[config.mk]
export PLATFORM = sky130hd
export DESIGN_NAME = sem_byte_serializer_flat
export DESIGN_NICKNAME = d
export VERILOG_FILES = /design/src/rtl/sem_byte_serializer_if.sv /design/src/rtl/sem_byte_serializer.sv /design/src/flat_wrapper.sv
export SDC_FILE = /design/constraint.sdc
export NUM_CORES = 1
export LEC_CHECK = 0
export ABC_AREA = 1
export CORE_MARGIN = 2
export CORE_UTILIZATION = 55
export CTS_CLUSTER_SIZE = 10
export DETAILED_ROUTE_END_ITERATION = 8
export GPL_TIMING_DRIVEN = 1
export PLACE_DENSITY = 0.82
export SETUP_SLACK_MARGIN = 0.5
export SYNTH_ARGS = -nofsm -noshare
export SYNTH_HDL_FRONTEND = slang
export SYNTH_SLANG_ARGS = --single-unit
[constraint.sdc]
create_clock -name clk_s -period 2.94 [get_ports clk_s]
set_clock_uncertainty 0.05 [all_clocks]
set_input_delay 0.882 -clock clk_s [delete_from_list [all_inputs] [get_ports clk_s]]
set_output_delay 0.882 -clock clk_s [all_outputs]
set_load 0.05 [all_outputs]
[src/rtl/sem_byte_serializer_if.sv]
// Handshake bundle between the word source, the serializer and the
// semaphore mailbox connector on side A.
interface sem_byte_serializer_if #(
  parameter int WIDTH = 8
);
  logic             byte_valid_i;
  logic [WIDTH-1:0] byte_data_i;
  logic             byte_ready_o;
  logic             sema_is_empty_i_s_A;
  logic             sema_write_o_s_A;
  logic             sema_data_o_s_A;
  logic             busy_o;

  // Serializer view.
  modport slave (
    input  byte_valid_i,
    input  byte_data_i,
    input  sema_is_empty_i_s_A,
    output byte_ready_o,
    output sema_write_o_s_A,
    output sema_data_o_s_A,
    output busy_o
  );

  // Word source / connector view.
  modport master (
    output byte_valid_i,
    output byte_data_i,
    output sema_is_empty_i_s_A,
    input  byte_ready_o,
    input  sema_write_o_s_A,
    input  sema_data_o_s_A,
    input  busy_o
  );
endinterface

[src/rtl/sem_byte_serializer.sv]
// Side-A producer: frames a parallel word (start bit, data bits, optional
// even parity) and pushes it one bit per mailbox slot, writing only when the
// connector reports the slot empty.
//
//  state  | meaning
//  IDLE   | ready for a word, no frame in progress
//  START  | sending the start bit (always 1)
//  DATA   | sending data bit bit_cnt in MSB_FIRST order
//  PARITY | sending the even-parity bit
module sem_byte_serializer #(
  parameter int WIDTH     = 8,
  parameter bit MSB_FIRST = 1'b1,
  parameter bit PARITY_EN = 1'b1
) (
  input  logic                 clk_s,
  input  logic                 rst_s,
  sem_byte_serializer_if.slave bus
);

  localparam int CNT_W = (WIDTH > 1) ? $clog2(WIDTH) : 1;

  typedef enum logic [1:0] {
    IDLE   = 2'd0,
    START  = 2'd1,
    DATA   = 2'd2,
    PARITY = 2'd3
  } state_t;

  state_t           state;
  state_t           state_nxt;
  logic [WIDTH-1:0] shift_q;
  logic             par_q;
  logic [CNT_W-1:0] bit_cnt;
  logic             write_q;
  logic             data_q;

  logic             sending;
  logic             accept;
  logic             fire;
  logic             cur_bit;
  logic             last_data;

  // write_q doubles as the guard: the connector's empty flag is stale during
  // the write cycle, so the strobe cycle itself is never a decision cycle.
  // The bit is retired at the edge that ends the strobe cycle.
  assign accept    = bus.byte_valid_i && (state == IDLE);
  assign fire      = sending && !write_q && bus.sema_is_empty_i_s_A;
  assign last_data = (bit_cnt == CNT_W'(WIDTH - 1));

  // State register.
  always_ff @(posedge clk_s) begin
    if (rst_s) state <= IDLE;
    else       state <= state_nxt;
  end

  // Next-state: advance only when the current bit's strobe cycle ends.
  always_comb begin
    state_nxt = state;
    case (state)
      IDLE:   if (accept)  state_nxt = START;
      START:  if (write_q) state_nxt = DATA;
      DATA:   if (write_q && last_data) state_nxt = PARITY_EN ? PARITY : IDLE;
      PARITY: if (write_q) state_nxt = IDLE;
      default: state_nxt = IDLE;
    endcase
  end

  // Outputs and the bit currently on offer.
  always_comb begin
    sending          = (state != IDLE);
    bus.byte_ready_o = (state == IDLE) && !rst_s;
    bus.busy_o       = sending;
    bus.sema_write_o_s_A = write_q;
    bus.sema_data_o_s_A  = data_q;
    cur_bit = 1'b0;
    case (state)
      START:   cur_bit = 1'b1;
      DATA:    cur_bit = MSB_FIRST ? shift_q[WIDTH-1] : shift_q[0];
      PARITY:  cur_bit = par_q;
      default: cur_bit = 1'b0;
    endcase
  end

  // Datapath: capture, registered strobe/data, shift and bit count.
  always_ff @(posedge clk_s) begin
    if (rst_s) begin
      write_q <= 1'b0;
      data_q  <= 1'b0;
      shift_q <= '0;
      par_q   <= 1'b0;
      bit_cnt <= '0;
    end else begin
      write_q <= fire;
      if (fire) data_q <= cur_bit;
      if (accept) begin
        shift_q <= bus.byte_data_i;
        par_q   <= ^bus.byte_data_i;
        bit_cnt <= '0;
      end else if ((state == DATA) && write_q) begin
        shift_q <= MSB_FIRST ? (shift_q << 1) : (shift_q >> 1);
        bit_cnt <= last_data ? '0 : bit_cnt + CNT_W'(1);
      end
    end
  end

endmodule
[src/flat_wrapper.sv]
// flat-port wrapper written by rule: the top's interface ports become plain ports
module sem_byte_serializer_flat 
#(
  parameter int WIDTH     = 8,
  parameter bit MSB_FIRST = 1'b1,
  parameter bit PARITY_EN = 1'b1
)
  (clk_s, rst_s, bus_byte_valid_i, bus_byte_data_i, bus_sema_is_empty_i_s_A, bus_byte_ready_o, bus_sema_write_o_s_A, bus_sema_data_o_s_A, bus_busy_o);
  sem_byte_serializer_if #(.WIDTH(WIDTH)) bus_i ();
  input  logic clk_s;
  input  logic rst_s;
  input wire logic [$bits(bus_i.byte_valid_i)-1:0] bus_byte_valid_i;
  input wire logic [$bits(bus_i.byte_data_i)-1:0] bus_byte_data_i;
  input wire logic [$bits(bus_i.sema_is_empty_i_s_A)-1:0] bus_sema_is_empty_i_s_A;
  output wire logic [$bits(bus_i.byte_ready_o)-1:0] bus_byte_ready_o;
  output wire logic [$bits(bus_i.sema_write_o_s_A)-1:0] bus_sema_write_o_s_A;
  output wire logic [$bits(bus_i.sema_data_o_s_A)-1:0] bus_sema_data_o_s_A;
  output wire logic [$bits(bus_i.busy_o)-1:0] bus_busy_o;
  assign bus_i.byte_valid_i = bus_byte_valid_i;
  assign bus_i.byte_data_i = bus_byte_data_i;
  assign bus_i.sema_is_empty_i_s_A = bus_sema_is_empty_i_s_A;
  assign bus_byte_ready_o = bus_i.byte_ready_o;
  assign bus_sema_write_o_s_A = bus_i.sema_write_o_s_A;
  assign bus_sema_data_o_s_A = bus_i.sema_data_o_s_A;
  assign bus_busy_o = bus_i.busy_o;
  sem_byte_serializer #(.WIDTH(WIDTH), .MSB_FIRST(MSB_FIRST), .PARITY_EN(PARITY_EN)) u_core (.clk_s(clk_s), .rst_s(rst_s), .bus(bus_i));
endmodule
=== Yosys cells after proc, flatten, opt, wreduce, memory -nomap -nowiden ===
Index checks and enable logic that the tools add are counted.

* Add/subtract/negate cells: 1
* Equal/unequal tests: 8
* Muxes and demuxes: 9
* Reductions and logical operators: 14

{| class="wikitable"
|+ Operators with widths
! kind !! count
|-
| 2-to-1 mux 8 bit || 2
|-
| 2-to-1 mux 2 bit || 4
|-
| != test 2 x 1 -> 1 bit (second input constant) || 4
|-
| one-hot mux 2 bit (4 select lines) || 1
|-
| parity 8 bit || 1
|-
| logical AND 1 bit || 6
|-
| equality test 2 bit (second input constant) || 2
|-
| AND reduction 4 bit || 1
|-
| nonzero test 2 bit || 2
|-
| adder 3 x 1 -> 3 bit (second input constant) || 1
|-
| equality test 3 bit (second input constant) || 1
|-
| 2-to-1 mux 3 bit || 1
|-
| one-hot mux 1 bit (3 select lines) || 1
|-
| equality test 2 x 1 -> 1 bit (second input constant) || 1
|-
| logical NOT 1 bit || 2
|-
| logical NOT 2 bit || 1
|-
| OR reduction 2 bit || 1
|}

* Register bits: 16
* Bits of input ports: 12
* Output and inout port bits: 4
* Logic and storage cells: 38

=== Longest topological paths before layout ===
Gate-level depths: netlist (run 1).

* Word-level depth: 4
* Depth in mapped cells: 9

=== Worst setup path before layout (run 1) ===
OpenSTA, ideal clock, no wires.

* Path kind: input-to-output
* Start point: input port rst_s
* End point: output port bus_byte_ready_o
* Arrival time: 1.699 ns
* Path slack: 0.309 ns
* Stages: 2
* Buffers on the path: 1
* Path through: buf_4 nor2_1

* Cells in the longest elaborated chain, start to end: 2

{| class="wikitable"
|+ RTL lines
! element !! RTL line !! source
|-
| start, declared || flat_wrapper.sv:11 || <nowiki>input logic rst_s;</nowiki>
|-
| logical NOT 1 bit || sem_byte_serializer.sv:71 || <nowiki>bus.byte_ready_o = (state == IDLE) && !rst_s;</nowiki>
|-
| logical AND 1 bit || sem_byte_serializer.sv:71 ||
|-
| end, declared || flat_wrapper.sv:15 || <nowiki>output wire logic [$bits(bus_i.byte_ready_o)-1:0] bus_byte_ready_o;</nowiki>
|}

No other way between the ends.

=== Worst setup path after layout (run 1) ===
* Start point: register u_core.state[0]
* End point: output port bus_busy_o

* Cells in the longest elaborated chain, start to end: 1

{| class="wikitable"
|+ RTL lines
! element !! RTL line !! source
|-
| start, declared || sem_byte_serializer.sv:29 || <nowiki>state_t state;</nowiki>
|-
| start signal, assigned || sem_byte_serializer.sv:53 || <nowiki>else state <= state_nxt;</nowiki>
|-
| nonzero test 2 bit || sem_byte_serializer.sv:70 || <nowiki>sending = (state != IDLE);</nowiki>
|-
| end, declared || flat_wrapper.sv:18 || <nowiki>output wire logic [$bits(bus_i.busy_o)-1:0] bus_busy_o;</nowiki>
|}

No other way between the ends.

==> results of run 1 <==
==> flip-flops by register name (all words and copies together) (netlist names) <==
name	cells
u_core.state	2
u_core.bus.sema_write_o_s_A	1
u_core.bus.sema_data_o_s_A	1
u_core.shift_q	8
u_core.par_q	1
u_core.bit_cnt	3
==> repair_timing <==
item | in CTS | in global routing
pin swaps | 1 | 0
hold buffers | 0 | 0
setup endpoints to repair | 3 | 1
cloned | 0 | 0
resized for setup | 5 | 2
==> where the power goes <==
group	leakage, nW	internal [W]	total [W]	switching [W]
Combinational	0.440	0.000166	0.000473	0.000307
Clock	0.0210	0.0000755	0.000151	0.0000753
Sequential	0.131	0.000272	0.000311	0.0000394
Total	0.592	0.000513	0.000935	0.000422
==> through the flow <==
| stage | instances | total power [W] | hold slack [ns] | cell area (sq um) | setup slack, ns |
|---|---|---|---|---|---|
| 2_1_floorplan | 146 | 0.000672 | 0.391 | 1010 | 0.535 |
| 3_3_place_gp | 184 | 0.000774 | 0.404 | 1170 | 0.356 |
| 3_5_place_dp | 184 | 0.000794 | 0.415 | 1170 | 0.347 |
| 4_1_cts | 188 | 0.000944 | 0.430 | 1210 | 0.445 |
| 5_1_grt | 188 | 0.00100 | 0.462 | 1200 | 0.500 |
| 6_report | 188 | 0.000935 | 0.436 | 1200 | 0.560 |
==> cells in the final DEF, fill, tap and decap left out <==
| cell | count |
|---|---|
| a21oi_1 | 11 |
| a21oi_2 | 2 |
| a221oi_2 | 1 |
| buf_12 | 1 |
| buf_2 | 1 |
| buf_4 | 1 |
| clkbuf_4 | 3 |
| clkbuf_8 | 1 |
| clkdlybuf4s50_1 | 11 |
| dfxtp_1 | 16 |
| dlygate4sd2_1 | 2 |
| ha_1 | 7 |
| inv_1 | 17 |
| inv_2 | 2 |
| inv_4 | 1 |
| nand2_1 | 49 |
| nand2_2 | 1 |
| nand2_4 | 2 |
| nand3_1 | 1 |
| nor2_1 | 9 |
| nor2_2 | 3 |
| nor3_1 | 1 |
| nor3_2 | 1 |
| o211ai_1 | 1 |
| o211ai_2 | 1 |
| o21ai_0 | 14 |
| o21ai_1 | 1 |
| o22ai_2 | 1 |
| xnor2_1 | 1 |
==> metal layers <==
| metal | vias to the layer above | global-route usage, % |
|---|---|---|
| li1 | 495 | - |
| met1 | 421 | 27.1 |
| met2 | 16 | 36.2 |
| met3 | 4 | 7.31 |
| met4 | 0 | 7.78 |
| met5 | - | 0 |
==> kinds of logic (layout without fill, tap and decap cells) <==
logic type | count (synthesis) | after routing | synth area share (%)
compound gates | 32 | 32 | 19.4
xor+xnor | 1 | 1 | 0.871
fa+ha+maj | 7 | 7 | 8.71
buf+inv | 23 | 40 | 11.1
flops | 16 | 16 | 31.8
simple gates | 67 | 67 | 28.1
==> layout make-up <==
| class | instances | area share, % |
|---|---|---|
| Multi-Input combinational cell | 107 | 48.0 |
| Clock buffer | 4 | 3.02 |
| Sequential cell | 16 | 26.6 |
| Tap cell | 25 | 2.60 |
| Inverter | 20 | 6.45 |
| Timing Repair Buffer | 16 | 13.3 |
==> worst min-delay path by stage <==
| stage | depth (start not counted) | slack [ns] | from | end |
|---|---|---|---|---|
| 2_1_floorplan | 2 | 0.39 | u_core.bit_cnt[1] | u_core.bit_cnt[1] |
| 3_3_place_gp | 2 | 0.40 | u_core.bit_cnt[1] | u_core.bit_cnt[1] |
| 3_5_place_dp | 2 | 0.42 | u_core.bit_cnt[1] | u_core.bit_cnt[1] |
| 4_1_cts | 2 | 0.43 | u_core.bit_cnt[1] | u_core.bit_cnt[1] |
| 5_1_grt | 2 | 0.46 | u_core.shift_q[0] | u_core.shift_q[0] |
| 6_report | 2 | 0.44 | u_core.bit_cnt[2] | u_core.bit_cnt[2] |
==> worst min-delay path: cells and delay by family, from the launching register on <==
kind            cells  cell delay [ns]
flops               1             0.33
simple gates        1             0.06
compound gates      1             0.05
==> run summary, run 1 <==
status: completed
Bufs and invs on worst path: 3
post-synth net total: 165
Core Region: 1730 sq um
I/O pins: 16
Lkg Pwr: 0.592 nW
sequential area share after synthesis: 31.8%
Final Hold Fails: 0
initial antenna violation count: 0
metal2 WL: 1020 um
top post-synthesis cells by area: dfxtp_1, nand2_1, ha_1
worst hold path class: register to register
Top Layer Used: met4
Tcrit/Tclk final: 80.9%
drt pass-1 iters: 4
Die W: 46.8 um
Num CTS Buffers: 3
initial core utilization: 58.3%
worst r2r path cells: 6
via count: 936
final wirelength: 2060 um
routability cong.: 0.870
final core utilization: 69.6%
aggregate global-route resource usage: 22.1%
stages on the worst setup path: 4
upper clock frequency limit: 420 MHz
Yosys warnings: 0
H-tree Lvls: 1
Worst-path clk slew: 0.10 ns
family with the most delay on the worst path: buffers and inverters
FP Rows: 15
Post-Synthesis Cells: 146
first-pass GRT wire length: 3290 um
worst-path fanout max: 5
PortBufs: 15
Worst setup endpoint: bus_busy_o
met3 routed WL: 69 um
Top FF cell, synth: dfxtp_1
CTS tree: yes
# Post-CTS Setup Buffers: 0
largest net degree at the start of global routing: 13
crit path launch: u_core.state[0]
detailed placer's ending HPWL: 1610 um
CP Capture Type: output port
Netlist cell types: 25
Avg WL per Cell: 11.0 um
layout cells sized above 1: 13.5%
top-count cell post-synth: nand2_1
Slew HR: 67.4%
Synth top cells by count: nand2_1, inv_1, dfxtp_1
Mapped Area: 1010 sq um
Worst EP arrival: 1.45 ns
CP max stage delay: 0.42 ns
initial detailed-routing violation count: 18
final setup TNS: 0 ns
root buf cell: clkbuf_4
max-cap viol count: 0
die height: 46.8 um
ant diodes: 0
cell taking the most area after synthesis: dfxtp_1
PD cells: 778 nW/um^2
CP required: 2.01 ns
Filler cells: 166
reg-to-reg critical path endpoint: u_core.shift_q[2]
#FFs+latches synth: 16
launch point of the worst reg-to-reg path: u_core.state[0]
area grow syn2layout: 19.5%
crit path kind: register to output port
Congestion Overflow GR: 0
Worst Tran Pin Value: 0.488 ns
Async SR Flop Fraction: 0%
drt drc: 0
post-synth top area share: 31.8%
Worst Setup Start Kind: register
worst-skew pair later-pin latency: 0.29 ns
nets: 183
fin crit period: 2.38 ns
M1 WL: 943 um
RSZ-0062 raised after global routing: false
area of the die: 2190 sq um
reg2reg setup slack: 1.45 ns
worst vdd ir: 0.000395 V
Slew Limit Fails: 0
Post-synth EDFFs: 0
Avg Cell Area, Syn: 6.89 sq um
Worst path slowest cell: dfxtp_1
maximum clock path buffer count: 2
final setup vio count: 0
multi-input logic area: 577 sq um
clock sink count: 16
crit path cell chain: inv_1 > ha_1 > inv_2 > buf_2
vias in the first global route: 810
antenna viol nets, final: 0
register area: 320 sq um
Via density: 4.98
(Power assumes the default switching activity.)
==> inputs of run 2 (changes only) <==
--- a/config.mk
+++ b/config.mk
@@ -7,11 +7,11 @@
 export LEC_CHECK = 0
 export ABC_AREA = 1
 export CORE_MARGIN = 2
-export CORE_UTILIZATION = 55
+export CORE_UTILIZATION = 47
 export CTS_CLUSTER_SIZE = 10
 export DETAILED_ROUTE_END_ITERATION = 8
 export GPL_TIMING_DRIVEN = 1
-export PLACE_DENSITY = 0.82
+export PLACE_DENSITY = 0.74
 export SETUP_SLACK_MARGIN = 0.5
 export SYNTH_ARGS = -nofsm -noshare
 export SYNTH_HDL_FRONTEND = slang
==> constraint.sdc (replaced) <==
create_clock -name clk_s -period 2 [get_ports clk_s]
set_clock_uncertainty 0.05 [all_clocks]
set_input_delay 0.6 -clock clk_s [delete_from_list [all_inputs] [get_ports clk_s]]
set_output_delay 0.6 -clock clk_s [all_outputs]
set_load 0.05 [all_outputs]
==> run summary, run 2 (same netlist as run 1, synthesis figures left out) <==
max-cap viol count: 0 (unchanged)
Flop pwr share: 29.5% (was 33.2%)
Gate power share: 57.3% (was 50.6%)
initial core utilization: 50.8% (was 58.3%)
Lkg Pwr: 0.687 nW (was 0.592 nW)
layout cells sized above 1: 23.7% (was 13.5%)
aggregate global-route resource usage: 19.1% (was 22.1%)
Worst-path clk slew: 0.09 ns (was 0.10 ns)
Via density: 4.90 (was 4.98)
Switching Fraction: 42.4% (was 45.1%)
CTS tree: yes (unchanged)
I/O pins: 16 (unchanged)
worst-path fanout max: 3 (was 5)
first-pass GRT wire length: 3670 um (was 3290 um)
Slew HR: 87.3% (was 67.4%)
most frequent cells in the layout: nand2_1, inv_1, o21ai_0 (was nand2_1, inv_1, dfxtp_1)
Worst Tran Pin Value: 0.189 ns (was 0.488 ns)
Int Pwr: 0.000923 W (was 0.000513 W)
maximum clock path buffer count: 2 (unchanged)
RSZ-0062 raised after global routing: true (was false)
vias in the first global route: 927 (was 810)
max reg flops: 8 (unchanged)
Core Region: 1980 sq um (was 1730 sq um)
worst hold path class: register to register (unchanged)
final setup vio count: 0 (unchanged)
worst hold margin: 0.439 ns (was 0.436 ns)
PortBufs: 15 (unchanged)
hold path cells: 2 (unchanged)
routability cong.: 0.784 (was 0.870)
top flop regs: u_core.shift_q x8, u_core.bit_cnt x3, u_core.state x2 (unchanged)
nets: 189 (was 183)
initial antenna violation count: 0 (unchanged)
clock sink count: 16 (unchanged)
Worst Setup Start Kind: register (unchanged)
CP required: 1.35 ns (was 2.01 ns)
die height: 50.3 um (was 46.8 um)
worst vdd ir: 0.000667 V (was 0.000395 V)
PD cells: 1200 nW/um^2 (was 778 nW/um^2)
initial detailed-routing violation count: 18 (unchanged)
Biggest register: u_core.shift_q (unchanged)
switching pwr: 0.000681 W (was 0.000422 W)
upper clock frequency limit: 556 MHz
largest net degree at the start of global routing: 13 (unchanged)
most common cell after layout, fill and taps aside: nand2_1 (unchanged)
status: completed (unchanged)
area of the die: 2530 sq um (was 2190 sq um)
hold_buf cts: 0 (unchanged)
root buf cell: clkbuf_4 (unchanged)
area grow syn2layout: 32.3% (was 19.5%)
drt pass-1 iters: 4 (unchanged)
antenna viol nets, final: 0 (unchanged)
Worst EP arrival: 1.15 ns (was 1.45 ns)
crit path kind: register to output port (unchanged)
Slew Limit Fails: 0 (unchanged)
Tcrit/Tclk final: 89.9%
Avg WL per Cell: 10.9 um (was 11.0 um)
fin crit period: 1.80 ns
Congestion Overflow GR: 0 (unchanged)
H-tree Lvls: 1 (unchanged)
ant diodes: 0 (unchanged)
Filler cells: 173 (was 166)
drt drc: 0 (unchanged)
Die W: 50.3 um (was 46.8 um)
final wirelength: 2140 um (was 2060 um)
FP Rows: 16 (was 15)
via count: 961 (was 936)
Final Hold Fails: 0 (unchanged)
worst r2r path cells: 8 (was 6)
final core utilization: 67.2% (was 69.6%)
share of total power in the clock network: 13.2% (was 16.1%)
detailed placer's ending HPWL: 1580 um (was 1610 um)
worst-skew pair later-pin latency: 0.29 ns (about the same)
Num CTS Buffers: 3 (unchanged)
CP Capture Type: output port (unchanged)
run 2: metal layers:
| layer | wire, um | share of wire, % | vias to the layer above | track usage, % |
|---|---|---|---|---|
| met4 | 44 | 2.1 | 0 | 9.72 |
| met1 | 949 | 44 | 422 | 19.4 |
| met2 | 1100 | 51 | 21 | 37.7 |
| li1 | - | - | 513 | - |
| met3 | 52 | 2.4 | 5 | 1.79 |
| met5 | 0 | 0 | - | 0 |
run 2: layout make-up:
| class | instances | area, sq um | share of cell area (%) |
|---|---|---|---|
| clock buffer | 4 | 36.3 | 2.73 |
| inverter | 20 | 87.6 | 6.58 |
| sequential | 16 | 333 | 25.0 |
| timing repair buffer | 22 | 233 | 17.5 |
| multi-input combinational | 107 | 608 | 45.7 |
| tap | 27 | 33.8 | 2.54 |
run 2: power by group through the flow:
stage                     logic, W  clock network [W]  registers, W
after floorplan           0.000552                  0      0.000488
after global placement    0.000770                  0      0.000463
after detailed placement  0.000789                  0      0.000469
after CTS                 0.000897           0.000218      0.000463
after global routing       0.00101           0.000234      0.000482
final                     0.000919           0.000212      0.000473
run 2: through the flow:
stage	cells	total power, W	area [sq um]	setup TNS [ns]	worst slack [ns]
detailed placement	186	0.00126	1200	-0.00686	-0.00686
global route	196	0.00173	1330	0	0.154
floorplan	146	0.00104	1040	0	0.374
global placement	186	0.00123	1200	0	0.00575
finish	196	0.00160	1330	0	0.202
CTS	196	0.00158	1300	0	0.208
run 2: critical path: stages, from the launching register on:
cell and delay (ns):
dfxtp_4 0.36, inv_4 0.06, ha_4 0.14, inv_4 0.05, nor2_4 0.10, buf_12 0.14
run 2: worst paths after layout:
path,startpoint,end,slack (ns)
worst max-delay path,u_core.state[1],bus_byte_ready_o,0.20
worst min-delay path,u_core.bit_cnt[2],u_core.bit_cnt[2],0.44
worst min register to register,u_core.bit_cnt[2],u_core.bit_cnt[2],0.44
worst max register to register,u_core.state[1],u_core.state[1],0.60
run 2: timing repair:
action / CTS / global route
endpoints found under the setup margin: 8 / 15
setup buffers: 6 / 0
endpoints found under the hold margin: 0 / 0
pin swaps: 2 / 0
resized for setup: 17 / 11
==> inputs of run 3 (changes only) <==
--- a/config.mk
+++ b/config.mk
@@ -6,12 +6,13 @@
 export NUM_CORES = 1
 export LEC_CHECK = 0
 export ABC_AREA = 1
+export CAP_MARGIN = 40
+export CORE_ASPECT_RATIO = 1.75
 export CORE_MARGIN = 2
-export CORE_UTILIZATION = 47
+export CORE_UTILIZATION = 40
 export CTS_CLUSTER_SIZE = 10
 export DETAILED_ROUTE_END_ITERATION = 8
 export GPL_TIMING_DRIVEN = 1
-export PLACE_DENSITY = 0.74
 export SETUP_SLACK_MARGIN = 0.5
 export SYNTH_ARGS = -nofsm -noshare
 export SYNTH_HDL_FRONTEND = slang
==> run summary, run 3 (same netlist as run 1, synthesis figures left out) <==
Filler cells: 248 (was 173)
worst vdd ir: 0.000507 V (was 0.000667 V)
Tcrit/Tclk final: 87.2% (was 89.9%)
first-pass GRT wire length: 3770 um (was 3670 um)
final wirelength: 2220 um (was 2140 um)
PortBufs: 15 (unchanged)
Via density: 4.94 (was 4.90)
largest net degree at the start of global routing: 13 (unchanged)
top flop regs: u_core.shift_q x8, u_core.bit_cnt x3, u_core.state x2 (unchanged)
Worst-path clk slew: 0.07 ns (was 0.09 ns)
maximum clock path buffer count: 2 (unchanged)
status: completed (unchanged)
antenna viol nets, final: 0 (unchanged)
die height: 70.3 um (was 50.3 um)
most common cell after layout, fill and taps aside: nand2_1 (unchanged)
PD cells: 1260 nW/um^2 (was 1200 nW/um^2)
DP Cell Count: 185 (was 186)
fin crit period: 1.74 ns (was 1.80 ns)
vias in the first global route: 963 (was 927)
area grow syn2layout: 33.1% (was 32.3%)
CTS tree: yes (unchanged)
ant diodes: 0 (unchanged)
clock sink count: 16 (unchanged)
worst hold path class: register to register (unchanged)
CP required: 1.35 ns (about the same)
Num CTS Buffers: 3 (unchanged)
layout cells sized above 1: 24.7% (was 23.7%)
crit path kind: register to output port (unchanged)
worst-path fanout max: 3 (unchanged)
upper clock frequency limit: 574 MHz (was 556 MHz)
Die W: 41.9 um (was 50.3 um)
Slew HR: 84.1% (was 87.3%)
Congestion Overflow GR: 0 (unchanged)
detailed placer's ending HPWL: 1690 um (was 1580 um)
Layout Cells excl Fill: 196 (unchanged)
Worst Tran Pin Value: 0.238 ns (was 0.189 ns)
final setup TNS: 0 ns (unchanged)
H-tree Lvls: 1 (unchanged)
Core Region: 2430 sq um (was 1980 sq um)
most frequent cells in the layout: nand2_1, inv_1, o21ai_0 (unchanged)
initial antenna violation count: 0 (unchanged)
max reg flops: 8 (unchanged)
worst-skew pair later-pin latency: 0.25 ns (was 0.29 ns)
nets: 190 (was 189)
area of the die: 2950 sq um (was 2530 sq um)
initial core utilization: 41.4% (was 50.8%)
routability cong.: 0.789 (was 0.784)
final setup vio count: 0 (unchanged)
Avg WL per Cell: 11.3 um (was 10.9 um)
drt pass-1 iters: 4 (unchanged)
root buf cell: clkbuf_8 (was clkbuf_4)
FP Rows: 24 (was 16)
Lkg Pwr: 0.668 nW (was 0.687 nW)
I/O pins: 16 (unchanged)
Worst Setup Start Kind: register (unchanged)
Final Hold Fails: 0 (unchanged)
Worst EP arrival: 1.09 ns (was 1.15 ns)
worst r2r path cells: 8 (unchanged)
RSZ-0062 raised after global routing: true (unchanged)
hold path cells: 2 (unchanged)
Place WS: -0.00308 ns (was -0.00686 ns)
Biggest register: u_core.shift_q (unchanged)
aggregate global-route resource usage: 16.2% (was 19.1%)
hold_buf cts: 0 (unchanged)
final worst slack: 0.256 ns (was 0.202 ns)
Slew Limit Fails: 0 (unchanged)
max-cap viol count: 0 (unchanged)
CP Capture Type: output port (unchanged)
initial detailed-routing violation count: 22 (was 18)
via count: 968 (was 961)
drt drc: 0 (unchanged)
run 3: worst max-delay path: stages, from the launching register on:
cell     delay (ns)
dfxtp_4        0.35
inv_4          0.06
ha_4           0.15
inv_4          0.05
nor2_4         0.10
buf_12         0.14
run 3: final timing paths:
path	start	slack (ns)	to
worst min register to register	u_core.bit_cnt[1]	0.42	u_core.bit_cnt[1]
worst max-delay path	u_core.state[1]	0.26	bus_byte_ready_o
worst max register to register	u_core.state[0]	0.56	u_core.state[0]
worst min-delay path	u_core.bit_cnt[1]	0.42	u_core.bit_cnt[1]
run 3: layer usage:
metal	GRT usage (%)	vias up	share of wire, %
li1	-	510	-
met1	15.3	427	38
met2	32.5	27	57
met3	2.33	4	2.8
met4	6.45	0	1.6
met5	0	-	0
run 3: timing repair:
action / 4_1_cts / 5_1_grt
gates resized for setup: 21 / 3
endpoints found under the setup margin: 16 / 11
pin swaps: 2 / 1
buffers inserted: 6 / 1
run 3: through the flow:
stage,hold slack (ns),util (%),total power (W),instance area (sq um)
after floorplan,0.391,-,0.00104,1040
after global placement,0.407,49.8,0.00125,1210
after detailed placement,0.415,49.8,0.00127,1210
after CTS,0.425,54.3,0.00166,1320
after global routing,0.447,55.0,0.00180,1340
final,0.419,55.0,0.00168,1340
run 3: area by class of cell:
| class | instances | area (sq um) | area share [%] |
|---|---|---|---|
| Clock buffer | 4 | 55.1 | 4.11 |
| Inverter | 20 | 85.1 | 6.36 |
| Multi-Input combinational cell | 107 | 609 | 45.5 |
| Sequential cell | 16 | 329 | 24.6 |
| Tap cell | 26 | 32.5 | 2.43 |
| Timing Repair Buffer | 23 | 228 | 17.0 |
run 3: power by group:
group	switching (W)	total [W]	internal, W
clock	0.000110	0.000285	0.000174
combinational	0.000526	0.000933	0.000407
sequential	0.0000537	0.000464	0.000411
total	0.000690	0.00168	0.000992
